**config.mk**
```make
export PLATFORM = sky130hd
export DESIGN_NAME = pipeline_stall_ctrl
export DESIGN_NICKNAME = d
export VERILOG_FILES = /design/src/rtl/pipeline_stall_ctrl.sv
export SDC_FILE = /design/constraint.sdc
export NUM_CORES = 1
export LEC_CHECK = 0
export ABC_AREA = 1
export BUFFER_PORTS_ARGS = -buffer_cell sky130_fd_sc_hd__buf_2
export CORE_ASPECT_RATIO = 0.7
export CORE_UTILIZATION = 52
export CTS_BUF_LIST = sky130_fd_sc_hd__clkbuf_4 sky130_fd_sc_hd__clkbuf_8
export DETAILED_ROUTE_END_ITERATION = 10
export PLACE_DENSITY = 0.8
export SYNTH_ARGS = -nofsm -noshare
export SYNTH_HDL_FRONTEND = slang
export SYNTH_SLANG_ARGS = --single-unit
```
**constraint.sdc**
```tcl
create_clock -name clk -period 3.6 [get_ports clk]
set_input_delay 0.18 -clock clk [delete_from_list [all_inputs] [get_ports clk]]
set_output_delay 0.18 -clock clk [all_outputs]
set_load 0.005 [all_outputs]
```
**src/rtl/pipeline_stall_ctrl.sv**
```systemverilog
// rtl/pipeline_stall_ctrl.sv - IF/ID register owner with load-use stall, branch flush and dmem freeze control
module pipeline_stall_ctrl #(
  parameter int          FLUSH_CYCLES = 1,
  parameter int          CNT_W        = 16,
  parameter logic [31:0] NOP_WORD     = 32'h00000000
) (
  input  logic             clk,
  input  logic             reset,
  input  logic             hazard,
  input  logic             branch_taken,
  input  logic             dmem_busy,
  input  logic [31:0]      IF_pc,
  input  logic [31:0]      IF_order,
  output logic             PC_write,
  output logic             IDEX_bubble,
  output logic             EXMEM_hold,
  output logic [31:0]      ID_pc,
  output logic [31:0]      ID_order,
  output logic             ID_valid,
  output logic [CNT_W-1:0] stall_count,
  output logic [CNT_W-1:0] flush_count
);

  typedef enum logic {RUN, FLUSH} state_t;

  localparam logic [3:0]       SQ_INIT = 4'(FLUSH_CYCLES - 1);
  localparam logic [CNT_W-1:0] CNT_MAX = {CNT_W{1'b1}};

  state_t     state, state_nxt;
  logic [3:0] sq, sq_nxt;
  logic       do_squash, do_stall, do_load;

  always_ff @(posedge clk) begin
    if (reset) begin
      state       <= RUN;
      sq          <= 4'd0;
      ID_pc       <= 32'd0;
      ID_order    <= NOP_WORD;
      ID_valid    <= 1'b0;
      stall_count <= '0;
      flush_count <= '0;
    end else begin
      state <= state_nxt;
      sq    <= sq_nxt;
      if (do_squash) begin
        ID_pc       <= 32'd0;
        ID_order    <= NOP_WORD;
        ID_valid    <= 1'b0;
        flush_count <= (flush_count == CNT_MAX) ? flush_count : flush_count + 1'b1;
      end else if (do_stall) begin
        stall_count <= (stall_count == CNT_MAX) ? stall_count : stall_count + 1'b1;
      end else if (do_load) begin
        ID_pc    <= IF_pc;
        ID_order <= IF_order;
        ID_valid <= 1'b1;
      end
    end
  end

  // Priority: reset > dmem_busy > branch_taken > flush in progress > hazard > normal
  always_comb begin
    state_nxt   = state;
    sq_nxt      = sq;
    PC_write    = 1'b1;
    IDEX_bubble = 1'b0;
    EXMEM_hold  = 1'b0;
    do_squash   = 1'b0;
    do_stall    = 1'b0;
    do_load     = 1'b0;
    if (reset) begin
      PC_write    = 1'b0;
      IDEX_bubble = 1'b1;
    end else if (dmem_busy) begin
      PC_write   = 1'b0;
      EXMEM_hold = 1'b1;
    end else if (branch_taken) begin
      IDEX_bubble = 1'b1;
      do_squash   = 1'b1;
      if (FLUSH_CYCLES > 1) begin
        state_nxt = FLUSH;
        sq_nxt    = SQ_INIT;
      end else begin
        state_nxt = RUN;
        sq_nxt    = 4'd0;
      end
    end else if (state == FLUSH) begin
      IDEX_bubble = 1'b1;
      do_squash   = 1'b1;
      sq_nxt      = sq - 4'd1;
      if (sq == 4'd1) begin
        state_nxt = RUN;
      end
    end else if (hazard) begin
      PC_write    = 1'b0;
      IDEX_bubble = 1'b1;
      do_stall    = 1'b1;
    end else begin
      do_load = 1'b1;
    end
  end

endmodule

```
==> impl_metrics.tcl, run 1 <==
set metrics [dict create \
    fp.dieW_um 116 \
    ios 169 \
    crit_fanout 48 \
    clock.fmax_ghz 0.464 \
    ys_types 32 \
    fin_crit_ps 2160 \
    p_leak_nw 2.53 \
    synth_warnings 0 \
    cts_hold_buf 0 \
    status "completed" \
    maxCapViolCount 0 \
    design_area_um2 5740 \
    stdcell_count 916 \
    dp_cells 900 \
    grt_setup_unrepaired "false" \
    start_util_pct 54.6 \
    grt_start_max_net_pins 68 \
    setup_viol 0 \
    ys_ff_latch 102 \
    worstMarginPinSlew_ps 855 \
    multi_input_area_um2 2280 \
    ys_seq_area_share_pct 43.4 \
    path_clk_slew_ps 90 \
    viasPerCell 5.37 \
    final_antenna_net_count 0 \
    seqCellArea_um2 2040 \
    cts_setup_buffers 0 \
    wl_per_cell_um 13.6 \
    dr.first_iter.drc_count 338 \
    hold_path_class "in2reg" \
    final_cell_mix "buf_2 (168), nand2_1 (153), dfxtp_1 (102)" \
    antenna_cells 0 \
    hold_violations 0 \
    cts_tree "done" \
    synth_top_area_share_pct 43.4 \
    syn2layout_area_growth_pct 22.0 \
    final_nets 864 \
    crit_required_ps 3420 \
    gr-total-overflow 0 \
    cts.htree.levels 3 \
    slew_headroom_pct 42.8 \
    max_stage_delay_ps 510 \
    grt_pass1_wl_um 19400 \
    crit_type "reg2out" \
    routed_wl_um 12400 \
    placed_area_um2 5540 \
    num_vias 4916 \
    netlist_instances 647 \
    numCtsBuffers 9 \
    final_max_slew_viol_count 0 \
    gp_congestion 0.833 \
    clock_path_buffers 2 \
    yosys.area.top_type "dfxtp_1" \
    drc 0 \
    crit_slowest_cell "buf_4" \
    cp-start-kind "flip-flop" \
    clock_skew_ps 4.65 \
    grt_pass1_vias 4331 \
    synth_area_leaders "dfxtp_1 (43%), nand2_1 (12%), nand4_1 (9.3%), a21oi_1 (9.0%), nor2_1 (5.7%)" \
    dp_hpwl_um 8660 \
    ir_worst_vdd_v 0.000211 \
    fp.dieH_um 81.6 \
    die_area_um2 9440 \
    power_density_nw_per_um2 356 \
    arrival_ps 1980 \
    cts.sinks 102 \
    grt_util_all_layers_pct 25.8 \
    fp-row-count 28 \
    worst_setup_path_end_kind "primary output" \
    drive_gt1_share_pct 28.1 \
    syn_avg_cell_area_um2 7.27 \
    portBuffers 168 \
    antenna_found_initial 0 \
    syn_nets 720 \
    period_share_pct 59.9 \
    mostFrequentLayoutCell "buf_2" \
    firstDrtPassIters 4 \
    cts_resized 0 \
    clk_latency_ps 360 \
    nFillCells 793 \
    core_area_um2 8620 \
    synth_area_um2 4700 \
    path_cells "nor2_4 > buf_4 > a31oi_1 > buf_2" \
    root_buffer "clkbuf_8" \
    tns_ps 0 \
]
==> cells in the mapped netlist <==
cell type    n
nand3_2      7
nor4_1       1
buf_2       24
inv_4        1
inv_2        2
o32ai_1      1
nor2_4       6
nand4_1     70
nand2_2      4
nor2_2       7
nor2_1      71
clkinv_1     2
a311oi_1     1
a31oi_1      1
clkbuf_1    12
nand4_4      1
inv_1       43
nor2_8       1
dfxtp_1    102
nand3_1     27
buf_6        3
nand2_1    154
o21bai_1     1
a21oi_1     85
o21ai_0      5
ha_1         4
buf_4        2
nor3_1       4
or2_2        1
nand2_4      1
xnor2_1      1
nand3b_1     2
==> metal layers <==
layer	part of all wire, %	global-route usage [%]	wire length, µm	vias up
met3	7.3	7.23	905	19
met5	0	0	0	-
met2	48	45.5	6010	199
met1	43	30.8	5330	2251
met4	1.6	7.69	198	0
li1	-	-	-	2447
==> logic make-up (layout without fill, tap and decap cells) <==
family	after synthesis	count (layout)	share of synthesized area, %
XOR/XNOR	1	1	0.186
flip-flops	102	102	43.4
AND/OR/NAND/NOR	357	357	36.7
adder cells (fa/ha/maj)	4	4	1.06
buffers and inverters	89	238	8.43
AO/OA/AOI/OAI	94	94	10.2
==> cell type report <==
cell class / instances / area share [%]
Multi-Input combinational cell: 456 / 39.7
Tap cell: 120 / 2.62
Clock inverter: 2 / 0.240
Timing Repair Buffer: 174 / 15.4
Clock buffer: 14 / 3.25
Sequential cell: 102 / 35.6
Inverter: 48 / 3.18
==> per-stage QoR <==
| stage | util, % | total power [mW] | worst slack, ps | hold WS [ps] |
|---|---|---|---|---|
| global placement | 64.3 | 1.35 | 1660 | 436 |
| detailed placement | 64.3 | 1.36 | 1620 | 437 |
| global route | 66.6 | 2.13 | 1300 | 71.2 |
| finish | 66.6 | 2.04 | 1440 | 70.4 |
| floorplan | - | 1.29 | 2110 | 252 |
| CTS | 66.6 | 2.06 | 1420 | 60.1 |
==> report_power, final <==
| group | internal (mW) | total [mW] | switching [mW] |
|---|---|---|---|
| registers | 1.14 | 1.15 | 0.00970 |
| logic | 0.0656 | 0.181 | 0.116 |
| clock network | 0.336 | 0.712 | 0.376 |
==> critical path, delay by kind of cell, from the launching register on <==
| kind | cells | cell delay, ps |
|---|---|---|
| AND/OR/NAND/NOR | 1 | 420 |
| buffers and inverters | 2 | 670 |
| AO/OA/AOI/OAI | 1 | 170 |
| flip-flops | 1 | 350 |
==> path summary, 6_finish.rpt <==
check                      start              end  slack, ps  cells past startpoint
hold reg to reg         ID_valid         ID_valid        450                      2
setup / recovery           state      IDEX_bubble       1440                      4
hold / removal             reset  flush_count[12]         70                      2
setup reg to reg  flush_count[0]   flush_count[2]       1850                      7
==> registers in the layout (all words and copies together) (netlist names) <==
| signal | flops |
|---|---|
| ID_order | 32 |
| ID_pc | 32 |
| ID_valid | 1 |
| flush_count | 16 |
| sq | 4 |
| stall_count | 16 |
| state | 1 |
No activity file was read; power rests on OpenSTA's default activity.
==> inputs of run 2 (changes only) <==
- CORE_UTILIZATION: 52 -> 46
- PLACE_DENSITY: 0.8 -> 0.75
- clock period: 3.6 -> 1.7 ns (I/O delays scaled with it)
==> run 2 against run 1 <==
- total power is 120% higher
- clock skew increased by 4.7 ps
- routed wire length is 6.9% higher
- highest routed layer unchanged
==> impl_metrics.tcl, run 2 (synthesized netlist as in run 1, its figures left out) <==
set metrics [dict create \
    regToRegEndpoint "stall_count[3]" \
    period_share_pct 93.4 \
    hold_path_class "in2reg" \
    clock_skew_ps 9.36 \
    nFillCells 868 \
    worst_r2r_path_depth 9 \
    antenna_cells 0 \
    viasPerCell 5.26 \
    status "completed" \
    start_util_pct 48.0 \
    cts.sinks 102 \
    drive_gt1_share_pct 27.3 \
    cts.htree.levels 3 \
    wl_per_cell_um 13.7 \
    setup_viol 0 \
    grt_pass1_vias 4421 \
    holdPathEnd "ID_order[19]" \
    numCtsBuffers 9 \
    drc 0 \
    r2r-start "stall_count[0]" \
    pre_cts_ws_ps 101 \
    clock.fmax_ghz 0.630 \
    fin_crit_ps 1590 \
    final_max_slew_viol_count 0 \
    grt_start_max_net_pins 68 \
    hold_violations 0 \
    crit_type "in2reg" \
    tns_ps 0 \
    clk_latency_ps 360 \
    slew_headroom_pct 64.9 \
    grt_use_met3_pct 5.79 \
    cts_tree "done" \
    p_leak_nw 2.75 \
    root_buffer "clkbuf_8" \
    stdcell_count 973 \
    firstDrtPassIters 5 \
    core_area_um2 9800 \
    fp.dieW_um 123 \
    hold_start "IF_order[19]" \
    final_antenna_net_count 0 \
    grt_util_all_layers_pct 24.1 \
    cts_setup_buffers 0 \
    power_density_nw_per_um2 710 \
    reg.largest.list "ID_order x32, ID_pc x32" \
    num_vias 5115 \
    gr-total-overflow 0 \
    fp.dieH_um 86.6 \
    die_area_um2 10600 \
    ir_worst_vdd_v 0.000505 \
    antenna_found_initial 0 \
    routed_wl_um 13300 \
    syn2layout_area_growth_pct 33.5 \
    dp_hpwl_um 8550 \
    final_cell_mix "buf_2 (168), nand2_1 (153), dfxtp_1 (99)" \
    ios 169 \
    path_clk_slew_ps 90 \
    global_route.usage.met1_pct 31.6 \
    crit_required_ps 1960 \
    fp-row-count 30 \
    cp-start-kind "input port" \
    grt_pass1_wl_um 20500 \
    dr.first_iter.drc_count 310 \
    p_total_mw 4.46 \
    r2r_setup_slack_ps 130 \
    clock_path_buffers 2 \
    arrival_ps 1850 \
    maxCapViolCount 0 \
    worst_setup_path_end_kind "flip-flop" \
    crit_fanout 13 \
    dp_cells 911 \
    gp_congestion 0.818 \
    final_util_pct 64.1 \
    final_nets 914 \
    grt_setup_unrepaired "false" \
    worstMarginPinSlew_ps 527 \
    mostFrequentLayoutCell "buf_2" \
    hold_path_depth 3 \
    setup_slack_ps 112 \
    grt-busiest-layer "met2" \
    portBuffers 168 \
    gr-usage-met2_pct 38.9 \
]
-- run 2: layout make-up --
| class | count | area [µm²] | area share [%] |
|---|---|---|---|
| Multi-Input combinational cell | 457 | 2290 | 36.4 |
| Timing Repair Buffer | 223 | 1410 | 22.4 |
| Clock inverter | 5 | 60.1 | 0.956 |
| Sequential cell | 102 | 2050 | 32.6 |
| Tap cell | 128 | 160 | 2.55 |
| Inverter | 48 | 183 | 2.91 |
| Clock buffer | 10 | 138 | 2.19 |
-- run 2: worst max path at each step --
stage,startpoint,end,cells past startpoint
floorplan,stall_count[0],stall_count[11],9
global placement,flush_count[0],flush_count[2],7
detailed placement,flush_count[0],flush_count[5],8
CTS,flush_count[0],flush_count[5],8
global route,flush_count[1],flush_count[0],8
finish,branch_taken,stall_count[3],10
-- run 2: power breakdown --
part | switching, mW | leakage [nW] | internal, mW | total [mW]
logic | 0.270 | 1.83 | 0.221 | 0.492
clock network | 0.811 | 0.0983 | 0.716 | 1.53
registers | 0.0206 | 0.825 | 2.42 | 2.44
total | 1.10 | 2.75 | 3.36 | 4.46
-- run 2: critical path: stages --
cell and delay [ps]:
dlygate4sd3_1 540, buf_2 160, inv_2 70, nand2_1 90, nand2_4 170, inv_4 110, nor2_4 370, nand3_2 110
nand2_1 90, nor2_1 50
-- run 2: layer usage --
metal,vias to the layer above,wire length [µm]
li1,2546,-
met1,2359,6020
met2,183,6170
met3,27,886
met4,0,234
met5,-,0
-- run 2: through the flow --
step / hold slack [ps] / area (µm²)
6_report: 16.2 / 6280
5_1_grt: 1.39 / 6280
4_1_cts: 0.877 / 6260
3_5_place_dp: 376 / 5610
3_3_place_gp: 363 / 5610
2_1_floorplan: 157 / 4700
-- run 2: repair_timing --
action | 4_1_cts | 5_1_grt
endpoints found under the setup margin | 0 | 23
hold buffers | 45 | 1
resized for setup | 0 | 4
endpoints found under the hold margin | 47 | 1
